===== src/rtl/fp_result_buffer.sv =====
// Result buffer behind the FP multiplier. It captures every result beat into a FWFT FIFO, returns issue credits and keeps the sticky fflags.
// Latency: a captured beat is visible 1 cycle later, and pops take effect at the edge.
// Backpressure: the consumer uses out_valid/out_ready; upstream is throttled by issue_credit, and beats that arrive when the FIFO is full are dropped and set overrun.

module sync_fifo #(
  parameter int W     = 36,
  parameter int DEPTH = 8,
  parameter int AW    = $clog2(DEPTH)
) (
  input  logic          clk,
  input  logic          rst,
  input  logic          push,
  input  logic [W-1:0]  wr_dat,
  input  logic          pop,
  output logic [W-1:0]  rd_dat,
  output logic [AW:0]   count
);

  logic [W-1:0]  mem [DEPTH];
  logic [AW-1:0] wr_ptr;
  logic [AW-1:0] rd_ptr;

  // Pointers wrap naturally because DEPTH is a power of two; the caller never pushes into a full FIFO without a pop.
  always_ff @(posedge clk or posedge rst) begin
    if (rst) begin
      wr_ptr <= '0;
      rd_ptr <= '0;
      count  <= '0;
    end else begin
      if (push) wr_ptr <= wr_ptr + AW'(1);
      if (pop)  rd_ptr <= rd_ptr + AW'(1);
      case ({push, pop})
        2'b10:   count <= count + (AW+1)'(1);
        2'b01:   count <= count - (AW+1)'(1);
        default: count <= count;
      endcase
    end
  end

  always_ff @(posedge clk) begin
    if (push) mem[wr_ptr] <= wr_dat;
  end

  assign rd_dat = mem[rd_ptr];

endmodule

module fp_result_buffer #(
  parameter int DEPTH = 8,
  parameter int AW    = $clog2(DEPTH)
) (
  input  logic          clk,
  input  logic          rst,
  input  logic          issue_valid,
  output logic          issue_credit,
  input  logic          res_valid_in,
  input  logic [31:0]   res_data_in,
  input  logic [3:0]    res_flags_in,
  output logic          out_valid,
  input  logic          out_ready,
  output logic [31:0]   out_data,
  output logic [3:0]    out_flags,
  output logic [4:0]    fflags,
  input  logic          fflags_clear,
  output logic [AW:0]   occupancy,
  output logic          overrun
);

  typedef struct packed {
    logic [3:0]  flags;
    logic [31:0] data;
  } res_t;

  localparam logic [AW:0]   FULL  = (AW+1)'(DEPTH);
  localparam logic [AW+1:0] LIMIT = (AW+2)'(DEPTH);

  logic [AW:0]   count;
  logic [AW:0]   inflight;
  logic [AW+1:0] committed;
  logic          issue_fire;
  logic          push;
  logic          pop;
  logic          drop;
  res_t          wr_ent;
  res_t          head;
  logic [4:0]    flag_map;
  logic [4:0]    fflags_q;
  logic          overrun_q;

  assign wr_ent = '{flags: res_flags_in, data: res_data_in};

  sync_fifo #(.W($bits(res_t)), .DEPTH(DEPTH)) u_fifo (
    .clk    (clk),
    .rst    (rst),
    .push   (push),
    .wr_dat (wr_ent),
    .pop    (pop),
    .rd_dat (head),
    .count  (count)
  );

  // The credit is computed from registers only, so a pop cannot raise it within the same cycle.
  assign committed    = {1'b0, count} + {1'b0, inflight};
  assign issue_credit = committed < LIMIT;
  assign issue_fire   = issue_valid & issue_credit;

  assign out_valid = (count != '0);
  assign pop       = out_valid & out_ready;
  assign push      = res_valid_in & ((count < FULL) | pop);
  assign drop      = res_valid_in & ~push;

  assign out_data  = head.data;
  assign out_flags = head.flags;
  assign occupancy = count;

  // Stray results with nothing in flight leave the count at zero instead of wrapping it.
  always_ff @(posedge clk or posedge rst) begin
    if (rst) begin
      inflight <= '0;
    end else begin
      case ({issue_fire, res_valid_in})
        2'b10:   inflight <= inflight + (AW+1)'(1);
        2'b01:   inflight <= (inflight != '0) ? inflight - (AW+1)'(1) : inflight;
        default: inflight <= inflight;
      endcase
    end
  end

  // Map {NV, OF, UF, NX} into {NV, DZ, OF, UF, NX}. DZ cannot occur in a multiply.
  assign flag_map = res_valid_in ?
      {res_flags_in[3], 1'b0, res_flags_in[2], res_flags_in[1], res_flags_in[0]} : 5'b0;

  always_ff @(posedge clk or posedge rst) begin
    if (rst) begin
      fflags_q  <= '0;
      overrun_q <= 1'b0;
    end else begin
      fflags_q  <= (fflags_clear ? 5'b0 : fflags_q) | flag_map;
      overrun_q <= overrun_q | drop;
    end
  end

  assign fflags  = fflags_q;
  assign overrun = overrun_q;

endmodule


===== config.mk =====
export PLATFORM = sky130hd
export DESIGN_NAME = fp_result_buffer
export DESIGN_NICKNAME = d
export VERILOG_FILES = /design/src/rtl/fp_result_buffer.sv
export SDC_FILE = /design/constraint.sdc
export NUM_CORES = 1
export LEC_CHECK = 0
export ABC_AREA = 1
export BUFFER_PORTS_ARGS = -buffer_cell sky130_fd_sc_hd__buf_2
export CAP_MARGIN = 10
export CORE_MARGIN = 2
export CORE_UTILIZATION = 40
export CTS_CLUSTER_DIAMETER = 50
export DETAILED_ROUTE_END_ITERATION = 12
export PLACE_DENSITY = 0.55
export SETUP_SLACK_MARGIN = 0.4
export SYNTH_ARGS = -nofsm -noshare
export SYNTH_HDL_FRONTEND = slang
export SYNTH_HIERARCHICAL = 1
export SYNTH_SLANG_ARGS = --single-unit

===== constraint.sdc =====
create_clock -name clk -period 5.15 [get_ports clk]
set_input_delay 1.03 -clock clk [delete_from_list [all_inputs] [get_ports clk]]
set_output_delay 1.03 -clock clk [all_outputs]
set_load 0.005 [all_outputs]

==> out/results.ini <==
[synth]
synth-seq-cells=307
syn_inst=1031
synth.largest_area_cell=edfxtp_1
synth_top_area_share_pct=69.4
yosys_warnings=6
syn-num-nets=1084
synthesis.area_um2=12500
synth_area_per_cell_um2=12.1
synth_area_leaders=edfxtp_1 (69%), nor2_1 (6.9%), o21ai_0 (5.1%), nand2_1 (4.3%), o21ai_1 (3.9%)
ys_seq_area_share_pct=73.3
synth.distinct_cells=33

[drt]
detail_route.first_pass.iterations=5
route.detailed.drc=0
wl_mm=26.9
drt-initial-drc-count=505
num_vias=7713
wl_per_cell_um=17.5
avgViaCountPerCell=5.02
antenna_left=0

[floorplan]
core_um2=30600
die-area_um2=32600
die_height_um=180
start_util_pct=40.7
num_rows=64
die_x_um=180
ios=90

[cts]
cts-root-buf=clkbuf_16
postCtsHoldBufs=0
cts_resized=0
clk_pin_slew_worst_paths_ps=60
cts_setup_buffers=0
clk_latency_ps=510
cts.sinks=307
h-tree-depth=2
cts_buffers=36
cts_tree=done
clock_path_buffers=3

[global_routing]
grt_max_degree=84
overflow=0
grt_pass1_vias=7748
antenna_found_initial=1
grt_first_pass_wirelength_mm=43.0
grt_usage_pct=16.8

[power_and_ir_drop]
power.switching_uw=2940
power.clock.fraction_pct=28.6
sw_frac_of_total_pct=34.8
peakVddDrop_uv=257
p_int_uw=5520
pwr-share-comb_pct=31.4
p_total_uw=8460
pwr-share-seq_pct=40.0
p_leak_uw=0.00520
power.density_nw_per_um2=588

[sta]
max_slew_margin_pct=37.6
grt_setup_unrepaired=no
min_period_ps=4020
post-route-period-util_pct=78.1
slew_violations=0
setup_viol=0
tightest_slew_ps=934
finalHoldViolations=0
skew_ps=17.2
setup_tns_ps=0
fmax_ghz=0.249

[hold_path]
hold_path.class=flip-flop to flip-flop
hold_start=overrun
min_path_cells=1
hold-path-endpoint=overrun

[status]
status=finished clean

[worst_setup_path]
crit_slowest_cell=dfrtp_4
path_class=flip-flop to output port
max_stage_delay_ps=910
critPathBufInv=2
crit_path_start_kind=flip-flop
end_kind=output port
reg2reg_to=u_fifo/mem[4][15]
cp.required_ps=4120
crit_arrival_ps=2990
r2r_start=u_fifo/count[3]
reg2reg_depth=8
cp_max_fo=78
path_cells=buf_4 -> nor2_1 -> nor2_1 -> o21ai_0 -> o21ai_0 -> nand2_1 -> nand2_1 -> buf_2
crit_family=flip-flops
worst-r2r-setup-slack_ps=1960

[cells_and_area]
drive_above_1_share_pct=15.2
fin_util_pct=47.0
n_fill_cell=2755
most-common-layout-cells=edfxtp_1 (288), nor2_1 (222), nand2_1 (143)
fin_nets=1169
register_area_um2=9130
layoutNonFillerInstCount=1536
layout_commonest_cell=edfxtp_1
multi_input_area_um2=2960
syn2layout_area_growth_pct=15.5
antenna_cells=0

[place]
place_congestion=0.732
port_buffers=88
dpl.hpwl_mm=14.9
placed_cells=1474

[flow_run]
drv_cap=0

[logic make-up (layout without fill, tap and decap cells)]
| logic type | after synthesis | count (layout) | synth area share, % |
|---|---|---|---|
| simple gates | 392 | 392 | 12.3 |
| mux | 1 | 1 | 0.0904 |
| buf+inv | 84 | 193 | 3.45 |
| flops | 307 | 307 | 73.3 |
| xor+xnor | 7 | 7 | 0.492 |
| other cells | 1 | 1 | 0.0301 |
| compound gates | 228 | 228 | 9.20 |
| fa+ha+maj | 11 | 11 | 1.17 |
[power by group through the flow]
stage               combinational, µW  clock, µW  sequential (µW)
finish                           2650       2420             3380
global route                     3060       2580             3440
CTS                              2720       2480             3390
detailed placement               2710          0             3440
global placement                 2680          0             3430
floorplan                        1960          0             3270
[state kept, by name, indices dropped and copies added (netlist names)]
name           cells
overrun            1
u_fifo/rd_ptr      3
u_fifo/wr_ptr      3
inflight           4
u_fifo/count       4
u_fifo/mem       288
fflags             4
[stage by stage]
stage / hold slack, ps / setup slack (ps) / area, µm²
after floorplan: 466 / 1300 / 12500
after global placement: 455 / 1470 / 13300
after detailed placement: 458 / 1450 / 13300
after CTS: 472 / 1060 / 14400
after global routing: 512 / 771 / 14400
final: 472 / 1130 / 14400
[synthesized netlist by cell type]
cell type	number
ha_1	10
a31oi_1	1
clkinv_1	1
o21ai_0	127
and2_2	1
conb_1	1
buf_1	3
nand3_2	2
or2_2	2
nor2_1	230
nor3_4	1
xor2_1	4
nand2_2	1
nand3_1	8
nand2_4	1
edfxtp_1	288
clkbuf_1	19
buf_2	13
clkbuf_2	5
inv_1	26
buf_6	5
nand2_1	143
xnor2_1	3
a21oi_1	3
dfrtp_1	19
nand4_1	3
inv_2	1
buf_12	1
fa_1	1
o21ai_1	96
buf_4	10
mux2_2	1
a31o_2	1
[worst max path at each step]
| stage | startpoint | to | slack, ps | depth (start not counted) |
|---|---|---|---|---|
| after detailed placement | res_valid_in | u_fifo/mem[4][35] | 1450 | 7 |
| final | u_fifo/rd_ptr[0] | out_flags[3] | 1130 | 8 |
| after floorplan | res_valid_in | u_fifo/mem[0][0] | 1300 | 6 |
| after global routing | u_fifo/rd_ptr[0] | out_data[2] | 770 | 8 |
| after global placement | res_valid_in | u_fifo/mem[4][35] | 1470 | 7 |
| after CTS | u_fifo/rd_ptr[0] | out_flags[3] | 1060 | 8 |
[routing by layer]
layer / global-route usage (%) / wire [µm]
met4: 4.13 / 401
met2: 28.5 / 13000
met3: 2.87 / 1030
met1: 22.5 / 12400
met5: 0 / 13
[layout make-up]
| type | instances | share of cell area, % |
|---|---|---|
| Clock buffer | 49 | 6.75 |
| Inverter | 28 | 0.748 |
| Clock inverter | 13 | 1.08 |
| Tap cell | 396 | 3.44 |
| Multi-Input combinational cell | 640 | 20.6 |
| Sequential cell | 307 | 63.5 |
| Timing Repair Buffer | 103 | 3.93 |
No activity file was read; power rests on OpenSTA's default activity.
